==> config.mk <==
export PLATFORM = sky130hd
export DESIGN_NAME = carry_select_adder
export DESIGN_NICKNAME = d
export VERILOG_FILES = /design/src/rtl/carry_select_adder.sv
export SDC_FILE = /design/constraint.sdc
export NUM_CORES = 1
export LEC_CHECK = 0
export ABC_AREA = 1
export BUFFER_PORTS_ARGS = -buffer_cell sky130_fd_sc_hd__buf_2
export CORE_MARGIN = 1
export CORE_UTILIZATION = 37
export CTS_CLUSTER_SIZE = 12
export DETAILED_ROUTE_END_ITERATION = 10
export PLACE_DENSITY = 0.7
export SYNTH_ARGS = -nofsm -noshare
export SYNTH_HDL_FRONTEND = slang
export SYNTH_SLANG_ARGS = --single-unit
==> constraint.sdc <==
create_clock -name clk -period 0.8 [get_ports clk]
set_clock_uncertainty 0.1 [all_clocks]
set_input_delay 0.12 -clock clk [delete_from_list [all_inputs] [get_ports clk]]
set_output_delay 0.12 -clock clk [all_outputs]
set_load 0.01 [all_outputs]
==> src/rtl/carry_select_adder.sv <==
// Registered carry-select adder: {c_out,sum} = a + b + c_in, one cycle latency.
// Block 0 ripples from c_in; each upper block ripples twice (carry-in 0 and 1)
// and the incoming block carry picks the result.

// Single-bit full-adder cell.
module csa_fa (
  input  logic a_i,
  input  logic b_i,
  input  logic c_i,
  output logic s_o,
  output logic c_o
);
  assign s_o = a_i ^ b_i ^ c_i;
  assign c_o = (a_i & b_i) | (c_i & (a_i ^ b_i));
endmodule

// Ripple-carry adder of W bits built from a chain of full-adder cells.
module csa_rca #(
  parameter int W = 8
) (
  input  logic [W-1:0] a_i,
  input  logic [W-1:0] b_i,
  input  logic         c_i,
  output logic [W-1:0] s_o,
  output logic         c_o
);
  logic [W:0] c;

  assign c[0] = c_i;

  for (genvar i = 0; i < W; i++) begin : g_bit
    csa_fa u_fa (
      .a_i (a_i[i]),
      .b_i (b_i[i]),
      .c_i (c[i]),
      .s_o (s_o[i]),
      .c_o (c[i+1])
    );
  end

  assign c_o = c[W];
endmodule

module carry_select_adder #(
  parameter int WIDTH = 64,
  parameter int BLOCK = 8   // WIDTH must be a multiple of BLOCK
) (
  input  logic             clk,
  input  logic             rst_n,
  input  logic [WIDTH-1:0] a,
  input  logic [WIDTH-1:0] b,
  input  logic             c_in,
  output logic [WIDTH-1:0] sum,
  output logic             c_out
);
  localparam int NBLK = WIDTH / BLOCK;

  logic [NBLK:0]      blk_c;   // carry into each block; blk_c[NBLK] is the final carry
  logic [WIDTH-1:0]   sum_d;
  logic [WIDTH-1:0]   sum_q;
  logic               c_out_q;

  assign blk_c[0] = c_in;

  for (genvar k = 0; k < NBLK; k++) begin : g_blk
    if (k == 0) begin : g_first
      // Lowest block has a known carry-in, so a single ripple suffices.
      csa_rca #(.W(BLOCK)) u_rca (
        .a_i (a[k*BLOCK +: BLOCK]),
        .b_i (b[k*BLOCK +: BLOCK]),
        .c_i (blk_c[k]),
        .s_o (sum_d[k*BLOCK +: BLOCK]),
        .c_o (blk_c[k+1])
      );
    end else begin : g_sel
      logic [BLOCK-1:0] s_c0;
      logic [BLOCK-1:0] s_c1;
      logic             co_c0;
      logic             co_c1;

      csa_rca #(.W(BLOCK)) u_rca0 (
        .a_i (a[k*BLOCK +: BLOCK]),
        .b_i (b[k*BLOCK +: BLOCK]),
        .c_i (1'b0),
        .s_o (s_c0),
        .c_o (co_c0)
      );

      csa_rca #(.W(BLOCK)) u_rca1 (
        .a_i (a[k*BLOCK +: BLOCK]),
        .b_i (b[k*BLOCK +: BLOCK]),
        .c_i (1'b1),
        .s_o (s_c1),
        .c_o (co_c1)
      );

      // Only the block-carry mux sits on the long carry path.
      assign sum_d[k*BLOCK +: BLOCK] = blk_c[k] ? s_c1  : s_c0;
      assign blk_c[k+1]              = blk_c[k] ? co_c1 : co_c0;
    end
  end

  // Result register; reset clears outputs immediately, independent of clk.
  always_ff @(posedge clk or negedge rst_n) begin
    if (!rst_n) begin
      sum_q   <= '0;
      c_out_q <= 1'b0;
    end else begin
      sum_q   <= sum_d;
      c_out_q <= blk_c[NBLK];
    end
  end

  assign sum   = sum_q;
  assign c_out = c_out_q;
endmodule

; ---- Word-level counts from Yosys, hierarchy flattened
; Cells that the tools add are included.
[word_totals]
output_inout_bits = 65
elab_cells = 476
register_bits = 65
[op_classes]
mux = 14
bitwise = 460
[ops]
columns = operator, count
row1 = AND 1 bit, 170
row2 = XOR 1 bit, 170
row3 = OR 1 bit, 113
row4 = 2-to-1 mux 8 bit, 7
row5 = 2-to-1 mux 1 bit, 7
row6 = inverter 1 bit, 7

; ---- Longest topological paths before layout
[depth]
word_depth = 24
mapped_depth = 80
mapped_depth_nobuf = 80

; ---- Cells and area by module
; A second synthesis with hierarchy kept.
[hier_totals]
hier_cells = 367
hier_area_um2 = 5087.4
[modules_own_cells]
columns = module, area_each_um2, n_inst, cells_per_inst
row1 = carry_select_adder, 2685.1, 1, 247
row2 = csa_fa, 20.0, 120, 1

; ---- Least setup slack after synthesis
; No wires, ideal clock.
[synth_timing]
path_type = input to register
start = in a[0]
end = reg sum_q[63], in the netlist sum[63]
arrival_ns = 21.991
n_path_buf = 0
slack_ns = -21.355
cell_stages = 73
path_cell_list = fa_1 fa_1 fa_1 fa_1 fa_1 fa_1 fa_1 inv_1 fa_1 o21ai_1 fa_1 fa_1 fa_1 fa_1 fa_1 fa_1 inv_1 fa_1 (+37 left out) fa_1 fa_1 fa_1 fa_1 fa_1 fa_1 inv_1 fa_1 o21ai_0 fa_1 fa_1 fa_1 fa_1 fa_1 fa_1 inv_1 fa_1 inv_1
[synth_via]
elab_chain_len = 24
word_cells_on_any_way = 25
[synth_rtl]
columns = element, line_no
row1 = "start, declared", 50  ; input logic [WIDTH-1:0] a,
row2 = XOR 1 bit, 14  ; assign c_o = (a_i & b_i) | (c_i & (a_i ^ b_i));
row3 = AND 1 bit, 14
row4 = OR 1 bit *, 14
row5 = AND 1 bit *, 14
row6 = OR 1 bit *, 14
row7 = AND 1 bit *, 14
row8 = OR 1 bit *, 14
row9 = AND 1 bit *, 14
row10 = (+4 left out), n/a
row11 = OR 1 bit *, 14
row12 = AND 1 bit *, 14
row13 = OR 1 bit *, 14
row14 = AND 1 bit *, 14
row15 = OR 1 bit *, 14
row16 = 2-to-1 mux 1 bit * (6 in series), 99  ; assign blk_c[k+1] = blk_c[k] ? co_c1 : co_c0;
row17 = 2-to-1 mux 8 bit *, 98  ; assign sum_d[k*BLOCK +: BLOCK] = blk_c[k] ? s_c1 : s_c0;
row18 = via sum_d[63], 59  ; logic [WIDTH-1:0] sum_d;
row19 = "end signal, assigned", 109  ; sum_q <= sum_d;
row20 = "end, declared", 60  ; logic [WIDTH-1:0] sum_q;
; The timed path passes the listed nets; every way through them passes the cells marked *.

; ---- Final worst setup path
; Ends and elaborated chain as after synthesis.

==> results.py <==
metrics = {
    "clock_network": {
        "cts_tree": "built",
        "cts_root_buf": "clkbuf_8",
        "cts.sinks": 65,
        "numCtsBuffers": 9,
        "cts_hold_buf": 1,
        "clk_pin_slew_ns": 0.07,
        "cts_max_path_buffers": 2,
        "htree_levels": 3,
    },
    "detailed_routing": {
        "routed_wl_um": 7200,
        "ant_nets": 0,
        "first_pass_iters": 4,
        "drt_iter0_drc": 46,
        "vias": 2391,
        "wl_per_cell_um": 12.8,
        "avgViaCountPerCell": 4.24,
        "drc": 0,
    },
    "timing": {
        "hold_viol_final": 15,
        "slew_headroom_pct": 85.5,
        "clock.fmax_mhz": 49.2,
        "worst_pin_slew_ns": 0.217,
        "drv_slew": 0,
        "fin_crit_ns": 20.33,
        "timing.final.ws_setup_ns": -19.53,
        "hold-worst-slack_ns": -0.00983,
        "setup-violations-final": 129,
        "grt_setup_unrepaired": "yes",
        "finalCritPeriodShare_pct": 2540,
    },
    "power": {
        "p_per_area_mw_per_mm2": 1910,
        "peakVddDrop_v": 0.000759,
        "p_leak_nw": 2.60,
        "finalPower_w": 0.00961,
    },
    "worst_setup_path": {
        "slowest_stage": "fa_2",
        "worstSetupEndpointType": "flip-flop",
        "required_ns": 0.97,
        "arrival_ns": 20.49,
        "slowest_delay_ns": 0.41,
        "cp_max_fo": 3,
        "start_kind": "primary input",
        "timing.critical_path.mode_cell": "fa_2",
        "worst-setup-path-type": "primary input to flip-flop",
    },
    "logic_synthesis": {
        "ys_seq_elements": 65,
        "synth_commonest_cells": "65 x dfrtp_1, 57 x fa_1, 55 x inv_1",
        "synthFlopType": "dfrtp_1",
        "syn_area_per_cell_um2": 14.4,
        "synth_area_leaders": "dfrtp_1 49%, fa_1 35%, inv_1 6.3%",
        "syn_area_mm2": 0.00329,
        "synthMostInstantiatedCell": "dfrtp_1",
        "yosysSeqAreaShare_pct": 49.4,
        "synth-edff-count": 0,
        "synth_top_area_cell": "dfrtp_1",
        "synthArstFlopShare_pct": 100,
        "ys_types": 7,
        "yosysTopAreaCellShare_pct": 49.4,
        "syn_nets": 430,
        "synthCells": 228,
        "ys_warn_count": 0,
    },
    "floorplanning": {
        "start_util_pct": 38.0,
        "dieArea_mm2": 0.00929,
        "die_x_um": 96.4,
        "core_area_mm2": 0.00868,
        "ios": 196,
        "fp-row-count": 34,
        "die_height_um": 96.4,
    },
    "global_routing": {
        "antenna_found_initial": 1,
        "grt_usage_pct": 15.7,
        "grt_max_degree": 39,
        "grt_pass1_vias": 2449,
        "grt_first_pass_wirelength_um": 10500,
        "gr-total-overflow": 0,
    },
    "placed_design": {
        "place_inst": 538,
        "port_buffers": 195,
        "dp_hpwl_um": 6150,
        "place_congestion": 0.758,
        "placed_area_mm2": 0.00464,
    },
    "finish": {
        "fin_nets": 652,
        "instances_no_fill": 564,
        "fin_area_mm2": 0.00503,
        "syn_to_final_growth_pct": 52.8,
        "drive_above_1_share_pct": 66.3,
    },
    "worst_hold_path": {
        "hold_class": "primary input to flip-flop",
    },
    "status": {
        "violations": "hold timing, setup timing",
        "status": "complete, but fails checks",
    },
    "job": {
        "cap_violations": 0,
    },
}
flip-flops by register name (all words and copies together), names as in the netlist:
register and cells:
c_out 1, sum 64
layout make-up:
type	instances	area [um^2]
fillers	720	3640
multi-input cells	108	1640
flip-flops and latches	65	1630
repair buffers	211	1250
inverters	55	206
well taps	108	135
clock buffers	11	131
clock inverters	4	45.0
diodes	2	5.00
placed cells by master, fill, tap and decap left out:
master / n
buf_2: 177
dfrtp_1: 65
fa_2: 57
inv_1: 45
nand2_1: 26
buf_6: 21
ha_1: 14
inv_2: 10
buf_4: 10
clkbuf_8: 9
nand2_2: 6
o21ai_2: 5
clkinv_2: 3
diode_2: 2
clkbuf_1: 2
buf_12: 2
bufinv_16: 1
dlygate4sd3_1: 1
final timing paths:
| check | start | end | slack, ns | depth (start not counted) |
|---|---|---|---|---|
| min in group asynchronous | rst_n | sum[20] | 0.22 | 3 |
| hold / removal | b[5] | sum[5] | -0.01 | 2 |
| setup / recovery | a[0] | sum[63] | -19.53 | 74 |
| max in group asynchronous | rst_n | sum[58] | 0.16 | 3 |
critical path, delay by kind of cell:
kind	cells	cell delay [ns]
fa+ha+maj	57	19.24
buf+inv	8	0.53
compound gates	5	0.33
simple gates	4	0.24
stage by stage:
stage	setup TNS, ns	util (%)	hold slack, ns	setup slack [ns]
finish	-657.91	58.0	-0.00983	-19.53
global route	-678.81	58.0	-0.0281	-20.12
CTS	-662.73	56.5	-0.0309	-19.68
detailed placement	-671.82	53.5	0.0283	-20.14
global placement	-660.44	53.5	0.0206	-19.82
floorplan	-642.59	-	-0.276	-19.41
repair_timing:
item,4_1_cts,5_1_grt
setup endpoints to repair,129,129
buffers inserted,5,4
endpoints found under the hold margin,110,31
resized for setup,10,23
pin swaps,5,2
cell families after synthesis:
| group | after synthesis | share of synthesized area, % |
|---|---|---|
| compound gates | 5 | 0.759 |
| fa+ha+maj | 71 | 40.0 |
| buf+inv | 55 | 6.27 |
| flops | 65 | 49.4 |
| simple gates | 32 | 3.65 |
power by group:
part           switching (W)  internal, W  total [W]
logic                0.00142      0.00149    0.00291
registers           0.000193      0.00393    0.00412
clock network        0.00117      0.00141    0.00258
total                0.00278      0.00683    0.00961
routing by layer:
layer | vias up | share of wire (%) | global-route usage [%] | wire length [um]
li1 | 1091 | - | - | -
met1 | 1157 | 34 | 16.9 | 2440
met2 | 127 | 51 | 26.6 | 3690
met3 | 16 | 12 | 6.79 | 898
met4 | 0 | 2.4 | 7.35 | 171
met5 | - | 0 | 0 | 0
Power figures use the tool's default switching activity.
